## src/rtl/adc_req_scheduler.sv

```systemverilog
// adc_req_scheduler: round-robin owner of the shared ADS8864 engine and mux.
// Grants bursts, settles the mux, fires conversions, routes samples back.
module adc_req_scheduler #(
    parameter int NUM_REQ        = 4,
    parameter int SEL_W          = 2,
    parameter int SETTLE_CYCLES  = 8,
    parameter int TIMEOUT_CYCLES = 64
) (
    input  logic                  clk_sd,
    input  logic                  OPB_RST,
    input  logic                  ENABLE,
    input  logic [NUM_REQ-1:0]    REQ,
    input  logic [12*NUM_REQ-1:0] REQ_LEN,
    output logic [NUM_REQ-1:0]    GNT,
    output logic [SEL_W-1:0]      MUX_SEL,
    output logic                  CONV_START,
    input  logic                  CONV_DONE,
    input  logic [15:0]           CONV_DATA,
    output logic [15:0]           SMP_DATA,
    output logic [NUM_REQ-1:0]    SMP_VALID,
    output logic [NUM_REQ-1:0]    DONE,
    output logic                  ERR,
    output logic                  BUSY
);

    localparam int SMAX = (SETTLE_CYCLES < 1) ? 1 : SETTLE_CYCLES;
    localparam int STW  = $clog2(SMAX + 1);
    localparam int TMAX = (TIMEOUT_CYCLES < 1) ? 1 : TIMEOUT_CYCLES;
    localparam int TOW  = $clog2(TMAX + 1);

    typedef enum logic [2:0] {
        S_IDLE,
        S_SETTLE,
        S_START,
        S_WAIT,
        S_DELIVER
    } state_t;

    state_t             state_q, state_d;
    logic [NUM_REQ-1:0] gnt_q, gnt_d;
    logic [SEL_W-1:0]   sel_q, sel_d;
    logic [SEL_W-1:0]   rr_q, rr_d;
    logic [11:0]        len_q, len_d;
    logic [11:0]        cnt_q, cnt_d;
    logic [STW-1:0]     stl_q, stl_d;
    logic [TOW-1:0]     tmo_q, tmo_d;
    logic               start_q, start_d;
    logic [15:0]        data_q, data_d;
    logic [NUM_REQ-1:0] vld_q, vld_d;
    logic [NUM_REQ-1:0] done_q, done_d;
    logic               err_q, err_d;
    logic               busy_q, busy_d;

    logic               win_ok;
    logic [SEL_W-1:0]   win_idx;
    logic [NUM_REQ-1:0] win_oh;
    logic [11:0]        win_len;
    logic [NUM_REQ-1:0] req_sh;
    logic [12*NUM_REQ-1:0] len_sh;
    int                 win_j;
    logic [11:0]        cnt_inc;
    logic               own_req;

    assign cnt_inc = cnt_q + 12'd1;
    assign own_req = |(REQ & gnt_q);

    // Pick the first requester after rr_q, wrapping around the index range.
    always_comb begin
        win_ok  = 1'b0;
        win_idx = '0;
        win_oh  = '0;
        win_len = '0;
        req_sh  = '0;
        len_sh  = '0;
        win_j   = 0;
        for (int i = 1; i <= NUM_REQ; i++) begin
            win_j = int'(rr_q) + i;
            if (win_j >= NUM_REQ) begin
                win_j = win_j - NUM_REQ;
            end
            req_sh = REQ >> win_j;
            len_sh = REQ_LEN >> (12 * win_j);
            if (!win_ok && req_sh[0]) begin
                win_ok  = 1'b1;
                win_idx = SEL_W'(win_j);
                win_oh  = {{(NUM_REQ-1){1'b0}}, 1'b1} << win_j;
                win_len = len_sh[11:0];
            end
        end
    end

    // Next-state and registered-output decode for the burst sequencer.
    always_comb begin
        state_d = state_q;
        gnt_d   = gnt_q;
        sel_d   = sel_q;
        rr_d    = rr_q;
        len_d   = len_q;
        cnt_d   = cnt_q;
        stl_d   = stl_q;
        tmo_d   = tmo_q;
        data_d  = data_q;
        start_d = 1'b0;
        vld_d   = '0;
        done_d  = '0;
        err_d   = 1'b0;
        case (state_q)
            S_IDLE: begin
                if (ENABLE && win_ok) begin
                    state_d = S_SETTLE;
                    gnt_d   = win_oh;
                    sel_d   = win_idx;
                    rr_d    = win_idx;
                    cnt_d   = '0;
                    stl_d   = '0;
                    len_d   = (win_len == 12'd0) ? 12'd1 : win_len;
                end
            end
            S_SETTLE: begin
                if (stl_q == STW'(SMAX - 1)) begin
                    state_d = S_START;
                    start_d = 1'b1;
                end else begin
                    stl_d = stl_q + 1'b1;
                end
            end
            S_START: begin
                tmo_d   = '0;
                state_d = S_WAIT;
            end
            S_WAIT: begin
                if (CONV_DONE) begin
                    state_d = S_DELIVER;
                    data_d  = CONV_DATA;
                    vld_d   = gnt_q;
                    cnt_d   = cnt_inc;
                    if (cnt_inc == len_q) begin
                        done_d = gnt_q;
                    end
                end else if (tmo_q == TOW'(TMAX - 1)) begin
                    state_d = S_IDLE;
                    err_d   = 1'b1;
                    gnt_d   = '0;
                end else begin
                    tmo_d = tmo_q + 1'b1;
                end
            end
            S_DELIVER: begin
                if (cnt_q == len_q) begin
                    state_d = S_IDLE;
                    gnt_d   = '0;
                end else if (ENABLE && own_req) begin
                    state_d = S_START;
                    start_d = 1'b1;
                end else begin
                    state_d = S_IDLE;
                    gnt_d   = '0;
                end
            end
            default: begin
                state_d = S_IDLE;
                gnt_d   = '0;
            end
        endcase
        busy_d = (state_d != S_IDLE);
    end

    // State and output registers; OPB_RST clears everything at once.
    always_ff @(posedge clk_sd or posedge OPB_RST) begin
        if (OPB_RST) begin
            state_q <= S_IDLE;
            gnt_q   <= '0;
            sel_q   <= '0;
            rr_q    <= SEL_W'(NUM_REQ - 1);
            len_q   <= 12'd1;
            cnt_q   <= '0;
            stl_q   <= '0;
            tmo_q   <= '0;
            start_q <= 1'b0;
            data_q  <= '0;
            vld_q   <= '0;
            done_q  <= '0;
            err_q   <= 1'b0;
            busy_q  <= 1'b0;
        end else begin
            state_q <= state_d;
            gnt_q   <= gnt_d;
            sel_q   <= sel_d;
            rr_q    <= rr_d;
            len_q   <= len_d;
            cnt_q   <= cnt_d;
            stl_q   <= stl_d;
            tmo_q   <= tmo_d;
            start_q <= start_d;
            data_q  <= data_d;
            vld_q   <= vld_d;
            done_q  <= done_d;
            err_q   <= err_d;
            busy_q  <= busy_d;
        end
    end

    assign GNT        = gnt_q;
    assign MUX_SEL    = sel_q;
    assign CONV_START = start_q;
    assign SMP_DATA   = data_q;
    assign SMP_VALID  = vld_q;
    assign DONE       = done_q;
    assign ERR        = err_q;
    assign BUSY       = busy_q;

endmodule

```

## config.mk

```make
export PLATFORM = sky130hd
export DESIGN_NAME = adc_req_scheduler
export DESIGN_NICKNAME = d
export VERILOG_FILES = /design/src/rtl/adc_req_scheduler.sv
export SDC_FILE = /design/constraint.sdc
export NUM_CORES = 1
export LEC_CHECK = 0
export BUFFER_PORTS_ARGS = -buffer_cell sky130_fd_sc_hd__clkbuf_2
export CAP_MARGIN = 20
export CORE_ASPECT_RATIO = 1.1
export CORE_MARGIN = 2
export CORE_UTILIZATION = 55
export CTS_CLUSTER_SIZE = 28
export DETAILED_ROUTE_END_ITERATION = 10
export GPL_ROUTABILITY_DRIVEN = 0
export HOLD_SLACK_MARGIN = 0.12
export PLACE_DENSITY = 0.77
export SLEW_MARGIN = 20
export SYNTH_ARGS = -nofsm -noshare
export SYNTH_HDL_FRONTEND = slang
export SYNTH_SLANG_ARGS = --single-unit
```

## constraint.sdc

```tcl
create_clock -name clk_sd -period 8.7 [get_ports clk_sd]
set_clock_uncertainty 0.15 [all_clocks]
set_input_delay 1.305 -clock clk_sd [delete_from_list [all_inputs] [get_ports clk_sd]]
set_output_delay 1.305 -clock clk_sd [all_outputs]
set_load 0.01 [all_outputs]
```

==> results of run 1 <==
==> metrics by stage <==
step,utilization,worst slack [ns],total power [uW],hold WS (ns),area (um2)
2_1_floorplan,-,3.591,2666,0.3153,7823
3_3_place_gp,0.5998,3.624,3223,0.3078,8308
3_5_place_dp,0.5998,3.555,3245,0.3161,8308
4_1_cts,0.6229,3.540,3646,0.3292,8628
5_1_grt,0.6229,3.112,3974,0.3500,8628
6_report,0.6229,3.476,3725,0.3240,8628
==> sequential cells by signal, summed over array words and instances (netlist names) <==
register	count
SMP_DATA	16
cnt_q	12
len_q	12
tmo_q	7
DONE	4
GNT	4
SMP_VALID	4
stl_q	4
state_q	3
MUX_SEL	2
rr_q	2
BUSY	1
CONV_START	1
ERR	1
==> worst max path at each step <==
stage,cells after the start,slack (ns),to,startpoint
final,12,3.48,len_q[0],rr_q[0]
after global routing,15,3.11,len_q[0],rr_q[0]
after CTS,12,3.54,len_q[0],rr_q[0]
after detailed placement,12,3.56,len_q[0],rr_q[0]
after global placement,12,3.62,len_q[0],rr_q[0]
after floorplan,24,3.59,len_q[0],rr_q[0]
==> power groups by stage <==
stage	registers, uW	logic, uW	clock network, uW
6_report	550	2780	391
5_1_grt	563	3000	410
4_1_cts	548	2700	396
3_5_place_dp	553	2690	0
3_3_place_gp	549	2670	0
2_1_floorplan	526	2140	0
==> cell usage after synthesis (6+ instances only) <==
| library cell | n | area share |
|---|---|---|
| nand2_1 | 169 | 0.081 |
| nor2_1 | 71 | 0.034 |
| dfrtp_1 | 70 | 0.22 |
| a21oi_1 | 56 | 0.036 |
| mux2i_1 | 51 | 0.065 |
| o21ai_0 | 48 | 0.031 |
| nand3_1 | 36 | 0.023 |
| clkbuf_1 | 28 | 0.013 |
| buf_2 | 27 | 0.017 |
| nand2b_1 | 27 | 0.022 |
| mux2_2 | 26 | 0.037 |
| a31oi_1 | 25 | 0.020 |
| mux4_2 | 21 | 0.060 |
| and3_1 | 17 | 0.014 |
| ha_1 | 17 | 0.027 |
| xor2_1 | 17 | 0.019 |
| inv_1 | 16 | 0.0077 |
| nor2b_1 | 16 | 0.013 |
| a22oi_1 | 14 | 0.013 |
| and2_1 | 13 | 0.010 |
| o211ai_1 | 13 | 0.012 |
| xnor2_1 | 13 | 0.015 |
| a211oi_1 | 12 | 0.012 |
| nand4_1 | 12 | 0.0096 |
| nor3_1 | 12 | 0.0077 |
| or3_1 | 12 | 0.0096 |
| buf_1 | 8 | 0.0038 |
| o22ai_1 | 8 | 0.0064 |
| a221oi_1 | 7 | 0.0078 |
| a32oi_1 | 7 | 0.0078 |
| buf_4 | 7 | 0.0067 |
| nor4_1 | 7 | 0.0056 |
| nor3b_1 | 6 | 0.0058 |
==> layout make-up <==
type / count / area (um2)
multi-input combinational: 825 / 5568
fill: 1275 / 5223
sequential: 73 / 1834
timing repair buffer: 114 / 595.6
tap: 188 / 235.2
clock buffer: 9 / 225.2
clock inverter: 7 / 95.09
inverter: 20 / 75.07
==> critical path: stages, from the launching register on <==
cell     delay [ns]
dfstp_4        0.86
inv_2          0.04
buf_4          0.34
ha_4           0.97
buf_4          0.67
mux2_2         0.45
mux4_2         0.48
a32o_1         0.22
nand2_1        0.06
o21ai_0        0.10
nor4_1         0.33
nand4_1        0.15
o31ai_2        0.24
==> layer usage <==
metal / up-vias / track usage
met5: - / 0
met4: 0 / 0.1297
met3: 104 / 0.05282
met2: 569 / 0.4935
met1: 3750 / 0.4040
li1: 3776 / -
==> kinds of logic after synthesis <==
logic type,after synthesis,share of synthesized area
and+or+nand+nor,421,0.2610
AOI/OAI and AO/OA,258,0.2239
muxes,98,0.1631
buffers and inverters,94,0.05662
DFF,73,0.2340
xor gates and xnor gates,30,0.03359
adders and majority gates,17,0.02719
other,1,0.0004794
==> results by group, run 1 <==
Detailed routing
  • Drt first-iter violations: 1083
  • Max layer used: met4
  • Met2 WL post-DR: 10.77 mm
  • Vias per cell: 6.633
  • First drt pass iteration count: 7
  • WL met3: 2.459 mm
  • Remaining DRCs: 0
  • Antenna-violating nets left: 0
  • Routed len/inst: 19.07 um
  • Aggregate routed wire length: 23.57 mm
  • DR vias: 8199
  • Met1 WL: 9.374 mm

Worst hold path
  • Worst Hold Path Cells: 2
  • Hold EP: SMP_DATA[5]
  • Worst Hold Class: reg -> reg
  • Hold_sp: SMP_DATA[5]

Timing
  • Least-Margin Pin Slew: 1.073 ns
  • Min Tclk post-route: 5.224 ns
  • F_max: 191.4 MHz
  • Final Cycle Share: 0.6005
  • TNS Setup: 0 ns
  • Relative slew margins: 0.2831
  • Slew Limit Fails: 0
  • Final Hold Viols: 0
  • Final setup vio count: 0
  • RSZ-0062 raised after global routing: no

Synth
  • Synth Instances: 992
  • Ys flop type: dfrtp_1
  • Post-synth EDFFs: 0
  • Async SR Flop Fraction: 1.000
  • Synthesized area per cell: 7.886 um2
  • Yosys cell types: 81
  • Synth Warn #: 0
  • Syn Std Cell Area: 7823 um2
  • Sequential-to-total area share from yosys stat: 0.2340
  • Syn Nets: 1081
  • Count of state elements after synthesis: 73

Cells and area
  • Most frequent cells in the layout: 169 x nand2_1, 104 x clkbuf_2, 71 x nor2_1
  • Diodes inserted: 0
  • Commonest non-fill, non-tap cell in the layout: nand2_1
  • Share of cells above drive strength 1: 0.1880
  • Area growth, synth to finish: 10.30%
  • Final Net Count: 1132
  • Count of non-filler cells in the finished layout: 1236

CTS
  • Worst-Skew Late Latency: 0.34 ns
  • Num CTS Buffers: 9
  • Root buffer cell: clkbuf_16
  • CTS resizes: 0
  • H-tree levels: 3
  • CTS tree: built
  • Post-CTS setup buffer count: 0
  • Clock buffer depth: 2
  • Clock Sinks: 73
  • Hold buffers post-CTS: 0
  • Clock transition at the registers of the reported paths: 0.06 ns

Die
  • Starting Density: 0.5648
  • Die height: 129.1 um
  • Core ar.: 13850 um2
  • Site row count: 45
  • Die Area: 15190 um2
  • Ports: 105
  • DIE WIDTH: 117.7 um

Place
  • Hpwl dp: 16.67 mm
  • DP Cell Count: 1220
  • Count of input and output buffers: 104

Worst setup path
  • CP required: 8.80 ns
  • CP Class: reg -> reg
  • Register-to-Register Path Depth: 12
  • Crit start category: register
  • R2R setup slack: 3.48 ns
  • Worst r2r dst: len_q[0]
  • CP endpoint kind: register
  • CP max FO: 88
  • Crit path arrival time: 5.32 ns
  • FF-to-FF Start: rr_q[0]

Pwr
  • Pwr dens: 431.7 nW/um2
  • Sequential power share: 0.148
  • Peak supply drop: 0.2830 mV
  • Logic pwr share: 0.748
  • Switch Pwr: 1941 uW
  • Clock Power Share: 0.105
  • Pleak: 0.003855 uW
  • Sw Share: 0.5211
  • Power Internal: 1784 uW

Global route
  • Largest net degree at the start of global routing: 89
  • Initial antenna violation count: 0
  • Total gr overflow: 0
  • Number of global-route vias before repair: 7351
  • Global-route wire length before repair: 37.71 mm
  • Total GRT Usage: 0.3037

Status
  • Outcome: finished clean

Job
  • Maxcap violations: 0
(Power assumes the default switching activity.)
==> run 2: changes to the inputs <==
Settings changed: ABC_AREA set to 1, CORE_UTILIZATION 55 to 54, PLACE_DENSITY 0.77 to 0.79.
Clock period 8.7 ns to 4.2 ns, I/O delays scaled along.
==> results by group, run 2 <==
Status
  • Outcome: finished clean

Global route
  • Largest net degree at the start of global routing: 107
  • Global-route wire length before repair: 37.58 mm
  • Initial antenna violation count: 0
  • Total gr overflow: 0
  • Total GRT Usage: 0.3149
  • Number of global-route vias before repair: 7970

Detailed routing
  • DR vias: 8758
  • Remaining DRCs: 0
  • Vias per cell: 5.661
  • Drt first-iter violations: 797
  • Routed len/inst: 14.92 um
  • Aggregate routed wire length: 23.08 mm
  • First drt pass iteration count: 5
  • Antenna-violating nets left: 0

Cells and area
  • Core Util, Final: 0.6065
  • Diodes inserted: 0
  • Final Net Count: 1443
  • Area growth, synth to finish: 9.975%
  • Post-route cell area: 8332 um2
  • Max reg flops: 16
  • Commonest non-fill, non-tap cell in the layout: nand2_1
  • Share of cells above drive strength 1: 0.1435
  • Most frequent cells in the layout: 459 x nand2_1, 179 x nand3_1, 116 x inv_1

Synth
  • Post-synth EDFFs: 0
  • Synth Instances: 1285
  • Synth Warn #: 0
  • Syn Std Cell Area: 7576 um2
  • Yosys top cell by area: dfrtp_1
  • Syn Nets: 1374
  • Count of state elements after synthesis: 73
  • Async SR Flop Fraction: 1.000
  • Share of the synthesized area in the top cell type: 0.2312
  • Main area contributors after synthesis: dfrtp_1 23%, nand2_1 23%, nand3_1 12%, inv_1 5.8%, nor2_1 5.6%
  • Synthesized area per cell: 5.896 um2
  • Sequential-to-total area share from yosys stat: 0.2416
  • Ys flop type: dfrtp_1
  • Most frequent cell after synthesis: nand2_1
  • Yosys cell types: 50
  • Top cells by count, synth: 459 x nand2_1, 179 x nand3_1, 117 x inv_1

Timing
  • Min Tclk post-route: 3.826 ns
  • Final setup vio count: 0
  • Hold Slack: 0.2358 ns
  • Least-Margin Pin Slew: 0.9729 ns
  • Final Cycle Share: 0.9111
  • Final Hold Viols: 0
  • Relative slew margins: 0.3514
  • RSZ-0062 raised after global routing: no
  • Slew Limit Fails: 0
  • F_max: 261.3 MHz
  • TNS Setup: 0 ns

Place
  • Placed cell areas: 8060 um2
  • Count of input and output buffers: 104
  • Hpwl dp: 17.20 mm

Worst setup path
  • CP Class: reg -> reg
  • CP required: 4.31 ns
  • Crit path arrival time: 3.94 ns
  • FF-to-FF Start: rr_q[0]
  • Register-to-Register Path Depth: 21
  • Worst r2r dst: len_q[0]
  • CP max FO: 38
  • Crit start category: register
  • CP endpoint kind: register
  • R2R setup slack: 0.37 ns

Pwr
  • Power Total: 7877 uW
  • Pwr dens: 945.4 nW/um2
  • Pleak: 0.004680 uW
  • Peak supply drop: 0.5476 mV

Die
  • Ports: 105
  • Die Area: 14990 um2
  • Site row count: 45
  • Starting Density: 0.5515
  • Die height: 128.2 um
  • Core ar.: 13740 um2
  • DIE WIDTH: 116.9 um

CTS
  • Clock Sinks: 73
  • H-tree levels: 3
  • Clock buffer depth: 2
  • CTS resizes: 0
  • Num CTS Buffers: 9
  • Root buffer cell: clkbuf_16
  • Clock transition at the registers of the reported paths: 0.06 ns
  • Hold buffers post-CTS: 0
  • CTS tree: built
  • Worst-Skew Late Latency: 0.33 ns
  • Post-CTS setup buffer count: 0

Worst hold path
  • Worst Hold Class: in -> async

Job
  • Maxcap violations: 0
==> run 2: final cells by class <==
type	count	area, um2
clock buffers	10	229.0
clock inverters	6	42.54
fillers	1386	5406
inverters	127	481.7
multi-input cells	1019	4838
flip-flops and latches	73	1834
well taps	188	235.2
repair buffers	124	670.6
==> run 2: logic make-up (layout without fill, tap and decap cells) <==
| family | Yosys count | in the layout | synth area share |
|---|---|---|---|
| buffers and inverters | 193 | 267 | 0.1197 |
| adder cells (fa/ha/maj) | 17 | 17 | 0.02808 |
| flip-flops | 73 | 73 | 0.2416 |
| AO/OA/AOI/OAI | 139 | 139 | 0.1050 |
| other | 1 | 1 | 0.0004950 |
| XOR/XNOR | 21 | 21 | 0.02428 |
| AND/OR/NAND/NOR | 841 | 841 | 0.4808 |
==> run 2: worst max-delay path by stage <==
| stage | from | to | slack, ns |
|---|---|---|---|
| global placement | rr_q[0] | len_q[0] | 0.58 |
| floorplan | rr_q[0] | len_q[0] | 0.46 |
| CTS | rr_q[0] | len_q[0] | 0.41 |
| global route | rr_q[0] | len_q[0] | 0.02 |
| finish | rr_q[0] | len_q[0] | 0.37 |
| detailed placement | rr_q[0] | len_q[0] | 0.42 |
==> run 2: power by group <==
group          internal [uW]  switching, uW
logic                   1920           4180
clock network            400            297
registers                923            163
==> run 2: per-layer routing <==
layer  global-route usage  up-vias  share of wire
met5                    0        -              0
met4               0.1945        0          0.059
met3              0.04917      120          0.099
met2               0.5080      474           0.45
met1               0.3907     3877           0.39
li1                     -     4287              -
==> run 2: critical path, cell delays in order, from the launching register on <==
cell	delay, ns
dfstp_4	0.50
inv_6	0.25
ha_1	0.22
inv_1	0.05
nor2_1	0.23
ha_1	0.22
a21oi_1	0.06
inv_1	0.08
ha_1	0.13
inv_1	0.04
ha_1	0.19
or2_2	0.29
nor2_1	0.08
nand4_1	0.14
nor2_2	0.52
nand4_1	0.18
nand3_1	0.15
nor2_2	0.06
nand2_1	0.07
nor2_1	0.04
nand3_1	0.07
a21oi_2	0.05
==> run 2: per-stage QoR <==
stage	setup slack [ns]	cells
6_report	0.3735	1547
3_5_place_dp	0.4180	1531
4_1_cts	0.4137	1547
5_1_grt	0.02324	1547
2_1_floorplan	0.4558	1285
3_3_place_gp	0.5811	1531
